==> src/rtl/mem_arb_pkg.sv <==
// mem_arb_pkg: state/owner encodings and defaults shared by the memory arbiter
package mem_arb_pkg;
    typedef enum logic [1:0] {
        ST_IDLE    = 2'd0,
        ST_SERVE_I = 2'd1,
        ST_SERVE_D = 2'd2,
        ST_HALT    = 2'd3
    } state_t;
    typedef enum logic {
        OWN_I = 1'b0,
        OWN_D = 1'b1
    } owner_t;
    localparam int DEF_TIMEOUT = 64;
endpackage

==> src/rtl/mem_arbiter_if.sv <==
// mem_arbiter_if: fetch port, data port and mem_system signal bundle
interface mem_arbiter_if #(
    parameter int ADDR_W = 16,
    parameter int DATA_W = 16
);
    logic              i_rd;
    logic [ADDR_W-1:0] i_addr;
    logic [DATA_W-1:0] i_data_out;
    logic              i_done;
    logic              i_stall;
    logic              i_err;
    logic              d_rd;
    logic              d_wr;
    logic [ADDR_W-1:0] d_addr;
    logic [DATA_W-1:0] d_data_in;
    logic [DATA_W-1:0] d_data_out;
    logic              d_done;
    logic              d_stall;
    logic              d_err;
    logic              m_rd;
    logic              m_wr;
    logic [ADDR_W-1:0] m_addr;
    logic [DATA_W-1:0] m_data_in;
    logic [DATA_W-1:0] m_data_out;
    logic              m_done;
    logic              m_err;
    modport slave (
        input  i_rd, i_addr, d_rd, d_wr, d_addr, d_data_in, m_data_out, m_done, m_err,
        output i_data_out, i_done, i_stall, i_err, d_data_out, d_done, d_stall, d_err,
               m_rd, m_wr, m_addr, m_data_in
    );
    modport master (
        output i_rd, i_addr, d_rd, d_wr, d_addr, d_data_in, m_data_out, m_done, m_err,
        input  i_data_out, i_done, i_stall, i_err, d_data_out, d_done, d_stall, d_err,
               m_rd, m_wr, m_addr, m_data_in
    );
endinterface

==> src/rtl/mem_arb_statereg.sv <==
// mem_arb_statereg: arbiter state flop and round-robin last-owner flop
module mem_arb_statereg
    import mem_arb_pkg::*;
(
    input  logic   clk,
    input  logic   rst,
    input  state_t state_d,
    input  owner_t last_d,
    output state_t state_q,
    output owner_t last_q
);
    always_ff @(posedge clk or negedge rst) begin
        if (!rst) begin
            state_q <= ST_IDLE;
            last_q  <= OWN_I;
        end else begin
            state_q <= state_d;
            last_q  <= last_d;
        end
    end
endmodule

==> src/rtl/mem_arbiter.sv <==
// mem_arbiter: shares one mem_system between the fetch and data ports, round-robin on contention
module mem_arbiter
    import mem_arb_pkg::*;
#(
    parameter int ADDR_W  = 16,
    parameter int DATA_W  = 16,
    parameter int TIMEOUT = DEF_TIMEOUT
) (
    input logic          clk,
    input logic          rst,
    mem_arbiter_if.slave bus
);
    localparam int              WD_W    = $clog2(TIMEOUT + 1);
    localparam logic [WD_W-1:0] WD_LAST = WD_W'(TIMEOUT - 1);
    state_t            state_q, state_d;
    owner_t            last_q, last_d;
    logic [WD_W-1:0]   wdog_q, wdog_d;
    logic [ADDR_W-1:0] addr_q, addr_d;
    logic [DATA_W-1:0] data_q, data_d;
    logic              wr_q, wr_d;
    logic              serve, srv_i, srv_d, halt, idle, illegal, d_req, grant_d, timeout, ok;
    mem_arb_statereg u_statereg (
        .clk     (clk),
        .rst     (rst),
        .state_d (state_d),
        .last_d  (last_d),
        .state_q (state_q),
        .last_q  (last_q)
    );
    assign idle    = state_q == ST_IDLE;
    assign srv_i   = state_q == ST_SERVE_I;
    assign srv_d   = state_q == ST_SERVE_D;
    assign halt    = state_q == ST_HALT;
    assign serve   = srv_i | srv_d;
    assign illegal = bus.d_rd & bus.d_wr;
    assign d_req   = bus.d_rd ^ bus.d_wr;
    assign grant_d = d_req & (~bus.i_rd | (last_q == OWN_I));
    assign timeout = serve & ~bus.m_done & (wdog_q == WD_LAST);
    assign ok      = bus.m_done & ~bus.m_err;
    always_comb begin
        state_d = state_q;
        last_d  = last_q;
        wdog_d  = wdog_q;
        addr_d  = addr_q;
        data_d  = data_q;
        wr_d    = wr_q;
        case (state_q)
            ST_IDLE: if (bus.i_rd | d_req) begin
                state_d = grant_d ? ST_SERVE_D : ST_SERVE_I;
                last_d  = grant_d ? OWN_D : OWN_I;
                wdog_d  = '0;
                addr_d  = grant_d ? bus.d_addr : bus.i_addr;
                data_d  = grant_d ? bus.d_data_in : '0;
                wr_d    = grant_d & bus.d_wr;
            end
            ST_SERVE_I, ST_SERVE_D: begin
                wdog_d  = (bus.m_done | (wdog_q == '1)) ? wdog_q : wdog_q + WD_W'(1);
                state_d = (bus.m_err | bus.m_done) ? ST_IDLE : timeout ? ST_HALT : state_q;
            end
            default: ;
        endcase
    end
    always_ff @(posedge clk or negedge rst) begin
        if (!rst) begin
            wdog_q <= '0;
            addr_q <= '0;
            data_q <= '0;
            wr_q   <= 1'b0;
        end else begin
            wdog_q <= wdog_d;
            addr_q <= addr_d;
            data_q <= data_d;
            wr_q   <= wr_d;
        end
    end
    assign bus.m_rd       = serve & ~wr_q;
    assign bus.m_wr       = serve & wr_q;
    assign bus.m_addr     = serve ? addr_q : '0;
    assign bus.m_data_in  = serve ? data_q : '0;
    assign bus.i_done     = srv_i & ok;
    assign bus.d_done     = srv_d & ok;
    assign bus.i_data_out = bus.i_done ? bus.m_data_out : '0;
    assign bus.d_data_out = bus.d_done ? bus.m_data_out : '0;
    assign bus.i_err      = halt | (srv_i & (bus.m_err | timeout));
    // rst gates the illegal-op pulse so every err output reads 0 while held in reset
    assign bus.d_err      = halt | (srv_d & (bus.m_err | timeout)) | (idle & illegal & rst);
    assign bus.i_stall    = halt | (bus.i_rd & ~bus.i_done);
    assign bus.d_stall    = halt | ((bus.d_rd | bus.d_wr) & ~bus.d_done);
endmodule
==> src/flat_wrapper.sv <==
// flat-port wrapper written by rule: the top's interface ports become plain ports
module mem_arbiter_flat import mem_arb_pkg::*;
#(
    parameter int ADDR_W  = 16,
    parameter int DATA_W  = 16,
    parameter int TIMEOUT = DEF_TIMEOUT
)
  (clk, rst, bus_i_rd, bus_i_addr, bus_d_rd, bus_d_wr, bus_d_addr, bus_d_data_in, bus_m_data_out, bus_m_done, bus_m_err, bus_i_data_out, bus_i_done, bus_i_stall, bus_i_err, bus_d_data_out, bus_d_done, bus_d_stall, bus_d_err, bus_m_rd, bus_m_wr, bus_m_addr, bus_m_data_in);
  mem_arbiter_if #(.ADDR_W(ADDR_W), .DATA_W(DATA_W)) bus_i ();
  input logic clk;
  input logic rst;
  input wire logic [$bits(bus_i.i_rd)-1:0] bus_i_rd;
  input wire logic [$bits(bus_i.i_addr)-1:0] bus_i_addr;
  input wire logic [$bits(bus_i.d_rd)-1:0] bus_d_rd;
  input wire logic [$bits(bus_i.d_wr)-1:0] bus_d_wr;
  input wire logic [$bits(bus_i.d_addr)-1:0] bus_d_addr;
  input wire logic [$bits(bus_i.d_data_in)-1:0] bus_d_data_in;
  input wire logic [$bits(bus_i.m_data_out)-1:0] bus_m_data_out;
  input wire logic [$bits(bus_i.m_done)-1:0] bus_m_done;
  input wire logic [$bits(bus_i.m_err)-1:0] bus_m_err;
  output wire logic [$bits(bus_i.i_data_out)-1:0] bus_i_data_out;
  output wire logic [$bits(bus_i.i_done)-1:0] bus_i_done;
  output wire logic [$bits(bus_i.i_stall)-1:0] bus_i_stall;
  output wire logic [$bits(bus_i.i_err)-1:0] bus_i_err;
  output wire logic [$bits(bus_i.d_data_out)-1:0] bus_d_data_out;
  output wire logic [$bits(bus_i.d_done)-1:0] bus_d_done;
  output wire logic [$bits(bus_i.d_stall)-1:0] bus_d_stall;
  output wire logic [$bits(bus_i.d_err)-1:0] bus_d_err;
  output wire logic [$bits(bus_i.m_rd)-1:0] bus_m_rd;
  output wire logic [$bits(bus_i.m_wr)-1:0] bus_m_wr;
  output wire logic [$bits(bus_i.m_addr)-1:0] bus_m_addr;
  output wire logic [$bits(bus_i.m_data_in)-1:0] bus_m_data_in;
  assign bus_i.i_rd = bus_i_rd;
  assign bus_i.i_addr = bus_i_addr;
  assign bus_i.d_rd = bus_d_rd;
  assign bus_i.d_wr = bus_d_wr;
  assign bus_i.d_addr = bus_d_addr;
  assign bus_i.d_data_in = bus_d_data_in;
  assign bus_i.m_data_out = bus_m_data_out;
  assign bus_i.m_done = bus_m_done;
  assign bus_i.m_err = bus_m_err;
  assign bus_i_data_out = bus_i.i_data_out;
  assign bus_i_done = bus_i.i_done;
  assign bus_i_stall = bus_i.i_stall;
  assign bus_i_err = bus_i.i_err;
  assign bus_d_data_out = bus_i.d_data_out;
  assign bus_d_done = bus_i.d_done;
  assign bus_d_stall = bus_i.d_stall;
  assign bus_d_err = bus_i.d_err;
  assign bus_m_rd = bus_i.m_rd;
  assign bus_m_wr = bus_i.m_wr;
  assign bus_m_addr = bus_i.m_addr;
  assign bus_m_data_in = bus_i.m_data_in;
  mem_arbiter #(.ADDR_W(ADDR_W), .DATA_W(DATA_W), .TIMEOUT(TIMEOUT)) u_core (.clk(clk), .rst(rst), .bus(bus_i));
endmodule
==> config.mk <==
export PLATFORM = sky130hd
export DESIGN_NAME = mem_arbiter_flat
export DESIGN_NICKNAME = d
export VERILOG_FILES = /design/src/rtl/mem_arb_pkg.sv /design/src/rtl/mem_arbiter_if.sv /design/src/rtl/mem_arb_statereg.sv /design/src/rtl/mem_arbiter.sv /design/src/flat_wrapper.sv
export SDC_FILE = /design/constraint.sdc
export NUM_CORES = 1
export LEC_CHECK = 0
export ABC_AREA = 1
export BUFFER_PORTS_ARGS = -buffer_cell sky130_fd_sc_hd__buf_2
export CAP_MARGIN = 5
export CORE_MARGIN = 2
export CORE_UTILIZATION = 45
export DETAILED_ROUTE_END_ITERATION = 8
export GPL_TIMING_DRIVEN = 0
export PLACE_DENSITY_LB_ADDON = 0.05
export SETUP_SLACK_MARGIN = 0.15
export SLEW_MARGIN = 10
export SYNTH_ARGS = -nofsm -noshare
export SYNTH_HDL_FRONTEND = slang
export SYNTH_SLANG_ARGS = --single-unit
==> constraint.sdc <==
create_clock -name clk -period 1.6 [get_ports clk]
set_input_delay 0.16 -clock clk [delete_from_list [all_inputs] [get_ports clk]]
set_output_delay 0.16 -clock clk [all_outputs]
set_load 0.01 [all_outputs]
# Yosys cells after proc, flatten, opt, wreduce, memory -nomap -nowiden
# Index checks and enable logic that the tools add are counted.
# classes
add_sub_neg	1
eq_ne	8
n_mux	15
bitwise	36
reduce_logical	6
# op_table
op	count
$mux W16	6
$and A1 B1 Y1	16
$mux W7	2
$pmux W7 S2	1
$or A1 B1 Y1	12
$mux W2	4
$add A7 B1 Y7 const B	1
$eq A7 B6 Y1 const B	1
$eq A7 B7 Y1 const B	1
$not A1 Y1	7
$reduce_and A3 Y1	2
$eq A2 B2 Y1 const B	2
$ne A2 B2 Y1 const B	2
$pmux W2 S2	1
$ne A3 B1 Y1 const B	1
$eq A2 B1 Y1 const B	1
$logic_not A2 Y1	1
$reduce_and A2 Y1	1
$reduce_bool A2 Y1	1
$reduce_or A2 Y1	1
$mux W1	1
$xor A1 B1 Y1	1
# word_totals
register_bits	43
input_bits	71
out_inout_bits	72
word_cells	72

# Logic depth before layout (Yosys ltp)
# Gate-level depths: netlist of the first run.
# depth
depth_word	8
mapped_depth	10
depth_no_buf	9

# Cells and area by module
# A second synthesis of the first run with hierarchy kept.
# hier_totals
cells_unflattened	405
hier_area_um2	2648.8
# modules_own_cells
module	instances	cells_per_inst	area_per_inst_um2	seq_area_each_um2
mem_arbiter	1	402	2573.7	1001.0
mem_arb_statereg	1	3	75.1	75.1

# Worst setup path before layout of the first run
# No wires, ideal clock.
# synth_timing
kind	register to output
startpoint	register u_core.u_statereg.state_q[0]
endpoint	output port bus_d_err
arrival_time_ns	1.359
t_required_ns	1.440
path_slack_ns	0.081
stages_incl_launch_ff	10
path_buffers	1
cell_sequence	dfrtp_1 > inv_1 > ha_1 > buf_4 > inv_4 > nor2_4 > nand2_1 > o21ai_1 > nand2_1 > nand3_1
# synth_via
elab_chain_len	8
elab_cells_between_ends	13
classes_between	eq/ne (3); bitwise (9); reduce/logical (1)
# synth_lines
item	line_no	text
from (decl)	mem_arb_statereg.sv:9	output state_t state_q,
from (signal assigned)	mem_arb_statereg.sv:17	state_q <= state_d;
$eq A2 B1 Y1 or $eq A2 B2 Y1 (tied branches)	mem_arbiter.sv:31, mem_arbiter.sv:32	
$or A1 B1 Y1	mem_arbiter.sv:34	assign serve = srv_i | srv_d;
$and A1 B1 Y1 (2 in series)	mem_arbiter.sv:38	assign timeout = serve & ~bus.m_done & (wdog_q == WD_LAST);
$or A1 B1 Y1	mem_arbiter.sv:86	assign bus.d_err = halt | (srv_d & (bus.m_err | timeout)) | (idle & illegal & rst);
$and A1 B1 Y1	mem_arbiter.sv:86	
$or A1 B1 Y1	mem_arbiter.sv:86	
$or A1 B1 Y1 *	mem_arbiter.sv:86	
to (decl)	flat_wrapper.sv:28	output wire logic [$bits(bus_i.d_err)-1:0] bus_d_err;
# Mark *: on every way between the ends. The rest lies on a longest branch, timed or not.

# Final worst setup path of the first run
# layout_timing
startpoint	register u_core.u_statereg.state_q[0]
endpoint	register u_core.u_statereg.state_q[0]
# layout_via
elab_chain_len	6
elab_cells_between_ends	12
classes_between	eq/ne (4); mux (1); bitwise (3); reduce/logical (4)
# layout_lines
item	line_no
$eq A2 B1 Y1 or $eq A2 B2 Y1 (tied branches)	mem_arbiter.sv:31, mem_arbiter.sv:47, mem_arbiter.sv:32
$or A1 B1 Y1	mem_arbiter.sv:34
$and A1 B1 Y1 (2 in series)	mem_arbiter.sv:38
$ne A3 B1 Y1 (no line)	n/a
$reduce_and A3 Y1 (no line)	n/a
# Parallel ways exist; a longest one is shown, timed or not.
# A chain may end at the register's enable or synchronous reset.

==> results.md, run 1 <==
- Comb power frac: 65.2%
- Port Buffer Count: 142
- Worst Setup Slack post-DPL: -0.229 ns
- Post-DRT Antenna Nets: 0
- Vias per cell: 4.73
- Vias in the first global route: approximately 2700
- Slowest-stage cell, CP: dfrtp_1
- Multi-input gate area in the final layout: 1410 sq um
- Die H: roughly 81 microns
- CTS Hold Bufs: 0
- Gp weighted congestion: 0.824
- WHS: 0.0168 ns
- HPWL Detailed: 5290 microns
- Design area: 4030 sq um
- Pin count of the biggest net entering global routing: 45
- GR Util met2: 43.1%
- Clk pwr share: under 10%
- TritonCTS Buffers: 5
- Leakage power: roughly 0.0025 uW
- Global Route Usage Sum: 23.5%
- Levels on crit path: 14
- Bufs and invs on worst path: 7
- Final WL: 7760 microns
- R2R Path End: u_core.u_statereg.state_q[0]
- Status: finished with violations
- Final setup vio count: 80
- Most common cell after layout, fill and taps aside: buf_2
- Worst Setup Start Kind: flop
- GR peak layer: met2
- # IOs: 143
- First-pass GRT wire length: 12000 microns
- Row cnt: 28
- Largest cells by area after synthesis: dfrtp_1 (40%), nand2_1 (18%), inv_1 (8.7%)
- CP startpoint: u_core.u_statereg.state_q[0]
- Fin. Hold Viols: 0
- Initial Util: 45.8%
- Net Switching: 3180 uW
- Cells after synthesis: 399
- Proportion of layout cells with a drive suffix above 1: 41.3%
- Fillers: 531
- Register cell area after layout: 1080 sq um
- Switching part of the total: 44.0%
- Fin crit share: 116%
- Top-area cell type share of the netlist area: around two fifths
- Syn. warnings: 0
- Crit path required time: approximately 1.8 ns
- Fmax: between 500 and 600 MHz
- Most frequent cells in the layout: buf_2 (139), nand2_1 (112), inv_1 (59), nor2_1 (46), dfrtp_1 (42)
- # Max-Cap Violations: 0
- Crit-path leading delay family: buffers and inverters
- Root Driver: clkbuf_8
- Crit path max fanout: 5
- CP Class: flop to flop
- Internal Power: 4050 uW
- Initial antenna violation count: 0
- CP cell instances: inv_2 > ha_4 > buf_8 > inv_8 > nor2_4 > buf_4 > buf_6 > buf_6 > buf_6 > nand2_4 > o21bai_4 > nand2_2 > nand2_1 > nand2_1
- WP data arrival: 2.03 ns
- Slew HR: 35.0%
- Hold Crit Class: primary input to asynchronous set/reset pin
- R2R depth: 14
- Crit path time final: 1.85 ns
- Sequential Power Share: between 20% and 30%
- Number of synthesized register bits: 43
- Setup Skew: 0.00423 ns
- Maximum vdd drop: approximately 0.96 mV
- Failing checks: setup timing
- Met1 global-route usage: 28.7%
- Crit path capture type: flop
- Nets: 646
- Htree depth: 2
- Reg2reg start: u_core.u_statereg.state_q[0]
- Worst skew pair latency: 0.29 ns
- Reg2reg setup slack: -0.25 ns
- Core ar.: approximately 6000 sq um
- Vias after detailed routing: between 3000 and 4000
- DRC violations left: 0
- TritonCTS clock tree: built
- Final slew viol count: 0
- Avg Cell Area, Syn: around 6.7 sq um
- Drt pass-1 iters: 5
- Setup TNS: -12.52 ns
- Setup WS post-layout: -0.250 ns
- Area growth from synthesis to layout: 50.5%
- M3 GR Usage: roughly 4.2%
- GR Overflow Total: 0
- # clock sinks: 43
- End point of the critical path: u_core.u_statereg.state_q[0]
- Cell Area, Synth: between 2000 and 3000 sq um
- Post-synth net total: 477
- Placement Cell Area: 3500 sq um
- CP max stage delay: 0.41 ns
- Wire per inst: 12.1 microns
- Area leader, netlist: dfrtp_1
- Synth cell types: 23
- Iteration-0 DRC Markers: roughly 120
- Slew @ Worst Pin: 0.975 ns
- Cell Pwr Density: 1800 nW/um^2
- Inserted Diodes: 0
- Die W: roughly 81 microns
- CTS Buffer Depth: 2
- Die area: 6580 sq um
- Register area share after synthesis: 40.2%
- CP most frequent cell: buf_6
- Clk pin slew, worst setup/hold paths: 0.08 ns
- Unrepaired setup endpoints after global routing: true
## cell type report
type / count / area share, %
Inverter: 66 / 6.34
Buffer: 16 / 4.41
Timing Repair Buffer: 162 / 23.4
Multi-Input combinational cell: 274 / 35.0
Sequential cell: 43 / 26.7
Tap cell: 75 / 2.33
Clock buffer: 6 / 1.80
## synthesized netlist by cell type (all sizes together)
master and instances:
nand4 1, a21oi 2, nor3b 2, buf 11, o21ai 40, ha 7, inv 66, dfrtp 43
clkbuf 5, nand2 134, o21bai 1, nor2 58, nand3 28, nand3b 1
## registers in the layout (all words and copies together), names as in the netlist
register and cells:
u_core.wr_q 1, u_core.wdog_q 7, u_core.addr_q 16, u_core.data_q 16, u_core.u_statereg.state_q 2, u_core.u_statereg.last_q 1
## timing repair
| action | CTS | global route |
|---|---|---|
| buffers inserted | 16 | 0 |
| endpoints found under the hold margin | 0 | 0 |
| resized for setup | 45 | 37 |
| pin swaps | 12 | 7 |
| cloned | 4 | 0 |
| endpoints found under the setup margin | 101 | 101 |
## power groups by stage
stage / logic, uW / registers [uW] / clock network [uW]
after global routing: 5170 / 1930 / 710
final: 4710 / 1880 / 642
after detailed placement: 3380 / 1860 / 0
after CTS: 4420 / 1840 / 658
after floorplan: 2280 / 1800 / 0
after global placement: 3330 / 1850 / 0
## routing by layer
metal	share of wire (%)	wire length, microns	up-vias
met5	0	0	-
met4	1.1	87	0
li1	-	-	1537
met2	49	3830	112
met1	43	3350	1377
met3	6.4	497	8
## worst reg2reg max path, delay by kind of cell, from the launching register on
kind / cells / cell delay, ns
buffers and inverters: 7 / 0.72
DFF: 1 / 0.41
adders and majority gates: 1 / 0.21
AOI/OAI and AO/OA: 1 / 0.13
and+or+nand+nor: 5 / 0.27
## stage by stage
step	utilization [%]	instances	power, uW
after floorplan	-	399	4080
after global placement	59.8	616	5180
after detailed placement	59.8	616	5240
after CTS	67.1	642	6920
after global routing	68.9	642	7810
final	68.9	642	7230
## cells by family (layout without fill, tap and decap cells)
logic type	after synthesis	count (layout)	share of synthesized area, %
simple gates	224	224	34.8
buf+inv	82	250	12.8
flops	43	43	40.2
compound gates	43	43	8.97
fa+ha+maj	7	7	3.27
## worst min path at each step
stage,from,end,slack (ns)
after floorplan,rst,u_core.addr_q[0],-0.14
after global placement,rst,u_core.addr_q[9],0.38
after detailed placement,rst,u_core.addr_q[9],0.38
after CTS,rst,u_core.addr_q[9],0.07
after global routing,bus_d_data_in[3],u_core.data_q[3],0.09
final,rst,u_core.addr_q[9],0.02
Power figures use the tool's default switching activity.
==> run 2, diff against run 1 <==
--- a/config.mk
+++ b/config.mk
@@ -5,11 +5,11 @@
 export SDC_FILE = /design/constraint.sdc
 export NUM_CORES = 1
 export LEC_CHECK = 0
-export ABC_AREA = 1
+export ABC_AREA = 0
 export BUFFER_PORTS_ARGS = -buffer_cell sky130_fd_sc_hd__buf_2
 export CAP_MARGIN = 5
 export CORE_MARGIN = 2
-export CORE_UTILIZATION = 45
+export CORE_UTILIZATION = 44
 export DETAILED_ROUTE_END_ITERATION = 8
 export GPL_TIMING_DRIVEN = 0
 export PLACE_DENSITY_LB_ADDON = 0.05
==> run 2 against run 1 <==
The flow still finishes with violations (setup timing). Design area is 11% higher. Wire length grew 9.2%. Synthesized cell count is 34% lower. Sequential power down 42%. Combinational power fell by 95%. Clock power rose by 35%. Die area fell by 3.6%. Critical path depth is 7 lower. Count of clock-buffer cells in the layout shrank 1. Fmax down 5.6%. Critical path type is now flop to output pin. Largest cell class unchanged.
==> results.md, run 2 <==
- Status: finished with violations
- Failing checks: setup timing
- Nets: 520
- Reg2reg setup slack: -0.21 ns
- Post-DRT Antenna Nets: 0
- # IOs: between 100 and 150
- Leakage power: ~0.0023 uW
- Post-synth ARST share: 100%
- Avg Cell Area, Syn: 9.58 sq um
- GR Overflow Total: 0
- Most common cell in the netlist: and2_1
- First-pass GRT wire length: between 10000 and 15000 microns
- CP startpoint: u_core.u_statereg.state_q[0]
- Final setup vio count: just over 80
- CP Class: flop to output pin
- # Max-Cap Violations: 0
- Setup WS post-layout: -0.361 ns
- End point of the critical path: bus_i_data_out[6]
- Crit path max fanout: 4
- Crit path time final: 1.96 ns
- Row cnt: 27
- Worst Setup Slack post-DPL: -0.215 ns
- Crit-path leading delay family: buffers and inverters
- Most frequent cells after synthesis: and2_1 (67), dfrtp_1 (43), o21ai_0 (23)
- Most common cell after layout, fill and taps aside: buf_2
- R2R Path End: u_core.wdog_q[1]
- Cells after synthesis: around 260
- Register area share after synthesis: 42.7%
- Final slew viol count: 0
- Wire per inst: 16.5 microns
- Vias in the first global route: 2528
- Main flop type after synthesis: dfrtp_1
- Crit path capture type: output pin
- Largest cells by area after synthesis: dfrtp_1 (43%), and2_1 (17%), mux2i_1 (6.4%)
- Hold Crit Class: primary input to asynchronous set/reset pin
- Initial antenna violation count: 0
- Maximum vdd drop: 0.503 mV
- Root Driver: clkbuf_8
- Slew @ Worst Pin: a little under 1 ns
- TritonCTS clock tree: built
- Slowest-stage cell, CP: dfrtp_1
- Htree depth: 2
- Global Route Usage Sum: 24.2%
- CTS Hold Bufs: 0
- CP cell instances: buf_6 > ha_4 > and3b_2 > buf_4 > clkbuf_4 > and2_1 > buf_2
- Vias after detailed routing: roughly 2700
- Gp weighted congestion: a little under 0.8
- Inserted Diodes: 0
- Top flop regs: u_core.addr_q x16, u_core.data_q x16, u_core.wdog_q x7
- Worst Setup Start Kind: flop
- CP max stage delay: 0.41 ns
- Reg2reg start: u_core.u_statereg.state_q[0]
- Iteration-0 DRC Markers: 112
- R2R depth: 8
- Fin. Hold Viols: 0
- # clock sinks: 43
- Initial Util: 45.8%
- Area leader, netlist: dfrtp_1
- Port Buffer Count: 142
- Area growth from synthesis to layout: 77.1%
- Vias per cell: 5.20
- Cell Pwr Density: 488 nW/um^2
- DRC violations left: 0
- Post-synth net total: 341
- Post-synth EDFFs: 0
- Die W: about 80 microns
- Levels on crit path: 7
- Drt pass-1 iters: 4
- Syn. warnings: 0
- Unrepaired setup endpoints after global routing: true
- HPWL Detailed: 4980 microns
- Cell Area, Synth: 2520 sq um
- Most frequent cells in the layout: buf_2 (96), buf_6 (60), and2_4 (45), dfrtp_1 (43), and2_1 (22)
- Final WL: 8480 microns
- TritonCTS Buffers: 5
- CTS Buffer Depth: 2
- Top-area cell type share of the netlist area: 42.7%
- Fmax: between 500 and 600 MHz
- Proportion of layout cells with a drive suffix above 1: between 60% and 70%
- Synth cell types: 38
- Die H: 79.7 microns
- Core ar.: 5510 sq um
- Worst skew pair latency: 0.30 ns
- Pin count of the biggest net entering global routing: 45
- Slew HR: 34.1%
- WHS: ~0.018 ns
- Crit path required time: 1.44 ns
- Number of synthesized register bits: 43
- Fin crit share: 123%
- Bufs and invs on worst path: 4
- Setup Skew: 0.00897 ns
- WP data arrival: 1.80 ns
- Clk pin slew, worst setup/hold paths: about 0.08 ns
- Die area: 6350 sq um
- Overall power: 2180 uW
run 2: cell types whose count changed after synthesis, moves of 7 or more:
cell and delta:
nand3_1 -25, and2_1 +67, nand2_1 -108, o21ai_1 -27, nor2_1 -52, buf_2 -7, o21ai_0 +12, a22o_1 +17
inv_1 -56, mux2i_1 +16, clkbuf_1 +8
run 2: cell type report:
| type | instances | area [sq um] |
|---|---|---|
| buffer | 18 | 220 |
| timing repair buffer | 172 | 1330 |
| clock inverter | 3 | 43.8 |
| multi-input combinational | 196 | 1610 |
| sequential | 43 | 1080 |
| fill | 345 | 1040 |
| tap | 72 | 90.1 |
| inverter | 6 | 22.5 |
| clock buffer | 5 | 68.8 |
run 2: worst min-delay path by stage:
stage                     startpoint          endpoint  slack, ns  cells after the start
global route        bus_d_data_in[3]  u_core.data_q[3]       0.06                      2
finish                           rst  u_core.wdog_q[5]       0.02                      1
CTS                              rst  u_core.wdog_q[5]       0.05                      1
detailed placement               rst  u_core.wdog_q[5]       0.38                      1
global placement                 rst  u_core.wdog_q[5]       0.38                      1
floorplan                        rst  u_core.addr_q[0]      -0.14                      0
run 2: worst reg2reg max path, cell delays in order (launching register included):
cell and delay [ns]:
dfrtp_1 0.38, inv_2 0.08, ha_4 0.31, nor2b_4 0.16
buf_6 0.13, buf_12 0.11, nand2_8 0.06, o21a_1 0.18
a221o_1 0.29
run 2: kinds of logic after synthesis:
family                   count (synthesis)  share of synthesized area [%]
flip-flops                              43                           42.7
buffers and inverters                   24                           4.37
AND/OR/NAND/NOR                        110                           25.8
adder cells (fa/ha/maj)                  7                           3.48
multiplexers                            16                           6.36
AO/OA/AOI/OAI                           63                           17.3
run 2: timing repair:
action	in CTS	in global routing
resized for setup	86	86
pin swaps	8	19
gates cloned	5	2
setup buffers	12	11
endpoints found under the setup margin	115	104
hold endpoints to repair	0	0
run 2: through the flow:
stage                     setup TNS (ns)  instances  cell area (sq um)  util [%]
final                             -17.05        515               4460      81.0
after CTS                         -14.04        502               4000      72.6
after global placement             -8.72        477               3380      61.4
after detailed placement          -10.51        477               3380      61.4
after floorplan                  -0.0281        263               2580         -
after global routing              -21.11        515               4460      81.0
run 2: metal layers:
metal,up-vias,track usage [%],routed length [microns]
li1,1269,-,-
met1,1289,29.1,3150
met2,102,43.4,4650
met3,18,4.75,482
met4,0,7.59,195
met5,-,0,0
run 2: power breakdown:
group | leakage, uW | switching, uW | internal, uW
clock network | 0.0000581 | 401 | 465
logic | 0.00168 | 111 | 116
registers | 0.000591 | 0 | 1090
==> run 3, diff against run 2 <==
--- a/config.mk
+++ b/config.mk
@@ -6,15 +6,15 @@
 export NUM_CORES = 1
 export LEC_CHECK = 0
 export ABC_AREA = 0
-export BUFFER_PORTS_ARGS = -buffer_cell sky130_fd_sc_hd__buf_2
 export CAP_MARGIN = 5
 export CORE_MARGIN = 2
-export CORE_UTILIZATION = 44
+export CORE_UTILIZATION = 45
 export DETAILED_ROUTE_END_ITERATION = 8
+export DONT_BUFFER_PORTS = 1
 export GPL_TIMING_DRIVEN = 0
 export PLACE_DENSITY_LB_ADDON = 0.05
 export SETUP_SLACK_MARGIN = 0.15
-export SLEW_MARGIN = 10
+export SLEW_MARGIN = 20
 export SYNTH_ARGS = -nofsm -noshare
 export SYNTH_HDL_FRONTEND = slang
 export SYNTH_SLANG_ARGS = --single-unit
==> run 3 against run 2 <==
Sequential share of layout area increased by 3.9 points. The run still ends with setup timing left. Worst hold slack got worse by 0.0041 ns. Final cell count decreased by 24%.
==> results.md, run 3 (synthesis results as in run 2) <==
- Fillers: 410
- CTS Buffer Depth: 2
- Crit-path leading delay family: flip-flops
- Setup Skew: roughly 0.0069 ns
- # IOs: 143
- # clock sinks: between 40 and 50
- Area growth from synthesis to layout: 52.4%
- Worst Setup Start Kind: flop
- TritonCTS clock tree: built
- Final slew viol count: 0
- Crit path time final: roughly 1.8 ns
- Hold path startpoint: bus_d_data_in[2]
- Inserted Diodes: 0
- Hold Crit Class: primary input to flop
- Status: finished with violations
- Final WL: 7120 microns
- TritonCTS Buffers: 5
- Unrepaired setup endpoints after global routing: true
- Crit path max fanout: 5
- Cell Pwr Density: 535 nW/um^2
- First-pass GRT wire length: 11100 microns
- Vias in the first global route: about 2200
- Clk pin slew, worst setup/hold paths: 0.08 ns
- CP Class: flop to flop
- Post-layout util: 70.2%
- Port Buffer Count: 0
- Die area: a little over 6000 sq um
- # placed instances: 335
- CP cell instances: inv_2 > ha_4 > nor2b_4 > buf_8 > buf_6 > nand4_1 > o211ai_1 > o21ai_1
- Vias after detailed routing: ~2100
- Fmax: roughly 560 MHz
- Failing checks: setup timing
- Proportion of layout cells with a drive suffix above 1: 48.4%
- Global Route Usage Sum: a little under a quarter
- Final setup vio count: 78
- Crit path required time: roughly 1.8 ns
- DRC violations left: 0
- Slew HR: 72.7%
- Core ar.: 5470 sq um
- Crit path capture type: flop
- Setup WS post-layout: -0.180 ns
- Reg2reg start: u_core.u_statereg.state_q[1]
- Vias per cell: ~5.5
- HPWL Detailed: 4100 microns
- # Max-Cap Violations: 0
- WHS: 0.0135 ns
- Die H: 78.8 microns
- Worst skew pair latency: 0.29 ns
- Most frequent cells in the layout: and2_4 (64), dfrtp_1 (43), nand2_1 (17), a22o_1 (17)
- WP data arrival: between 1.5 and 2 ns
- Wire per inst: about 18 microns
- Gp weighted congestion: 0.714
- CP startpoint: u_core.u_statereg.state_q[1]
- Slowest-stage cell, CP: dfrtp_1
- Row cnt: 27
- CP max stage delay: 0.40 ns
- Slew @ Worst Pin: 0.408 ns
- Fin cells: slightly below 400
- Drt pass-1 iters: 4
- Top flop regs: u_core.addr_q x16, u_core.data_q x16, u_core.wdog_q x7
- Fin. Hold Viols: 0
- Post-DRT Antenna Nets: 0
- GR Overflow Total: 0
- Bufs and invs on worst path: 3
- Leakage power: 0.00180 uW
- Htree depth: 2
- Fin crit share: 111%
- Most common cell after layout, fill and taps aside: and2_4
- Pin count of the biggest net entering global routing: 44
- Initial antenna violation count: 0
- Die W: 78.8 microns
- Nets: 398
- Iteration-0 DRC Markers: 71
- Root Driver: clkbuf_8
- Maximum vdd drop: 0.470 mV
- Initial Util: 46.0%
==> run 3: cell type report <==
cell class                      count  area, sq um  share of cell area [%]
Multi-Input combinational cell    196         1700                    44.3
Buffer                             18          295                    7.69
Clock inverter                      2         37.5                   0.978
Clock buffer                        5         68.8                    1.79
Sequential cell                    43         1080                    28.0
Inverter                            6         22.5                   0.587
Timing Repair Buffer               50          549                    14.3
Tap cell                           72         90.1                    2.35
==> run 3: layer usage <==
metal | GRT usage (%) | part of all wire (%)
met2 | 41.4 | 53
met3 | 5.68 | 6.2
met4 | 4.14 | 0.62
met5 | 0 | 0
met1 | 27.8 | 40
==> run 3: power by group <==
group          total [uW]  internal [uW]  switching [uW]  leakage (uW)
clock                 809            456             353     0.0000502
sequential           1090           1090               0      0.000591
combinational         161           85.2            75.5       0.00116
==> run 3: final timing paths <==
path,endpoint,slack [ns],cells after the start
max,u_core.wdog_q[3],-0.18,8
min,u_core.data_q[2],0.01,1
max reg2reg,u_core.wdog_q[3],-0.18,8
min reg2reg,u_core.addr_q[5],0.49,2
max in group asynchronous,u_core.addr_q[13],1.04,2
min in group asynchronous,u_core.data_q[13],0.36,2
==> run 3: worst reg2reg max path, stage by stage, from the launching register on <==
cell and delay, ns:
dfrtp_1 0.40, inv_2 0.09, ha_4 0.32, nor2b_4 0.16, buf_8 0.14, buf_6 0.11
nand4_1 0.13, o211ai_1 0.22, o21ai_1 0.10
==> run 3: per-stage QoR <==
stage / cell area [sq um] / power (uW) / worst slack, ns / TNS, ns
finish: 3840 / 2060 / -0.180 / -7.98
detailed placement: 2670 / 1200 / -0.149 / -4.37
CTS: 3730 / 2070 / -0.180 / -8.18
global placement: 2670 / 1200 / -0.145 / -4.03
global route: 3840 / 2140 / -0.249 / -13.09
floorplan: 2580 / 1180 / -0.0281 / -0.0281
==> run 3: what timing repair did <==
action	CTS	global route
buffers inserted	19	5
hold endpoints to repair	58	0
pin swaps	41	7
gates cloned	9	0
gates resized for setup	139	27
hold buffers	17	0
endpoints found under the setup margin	115	115
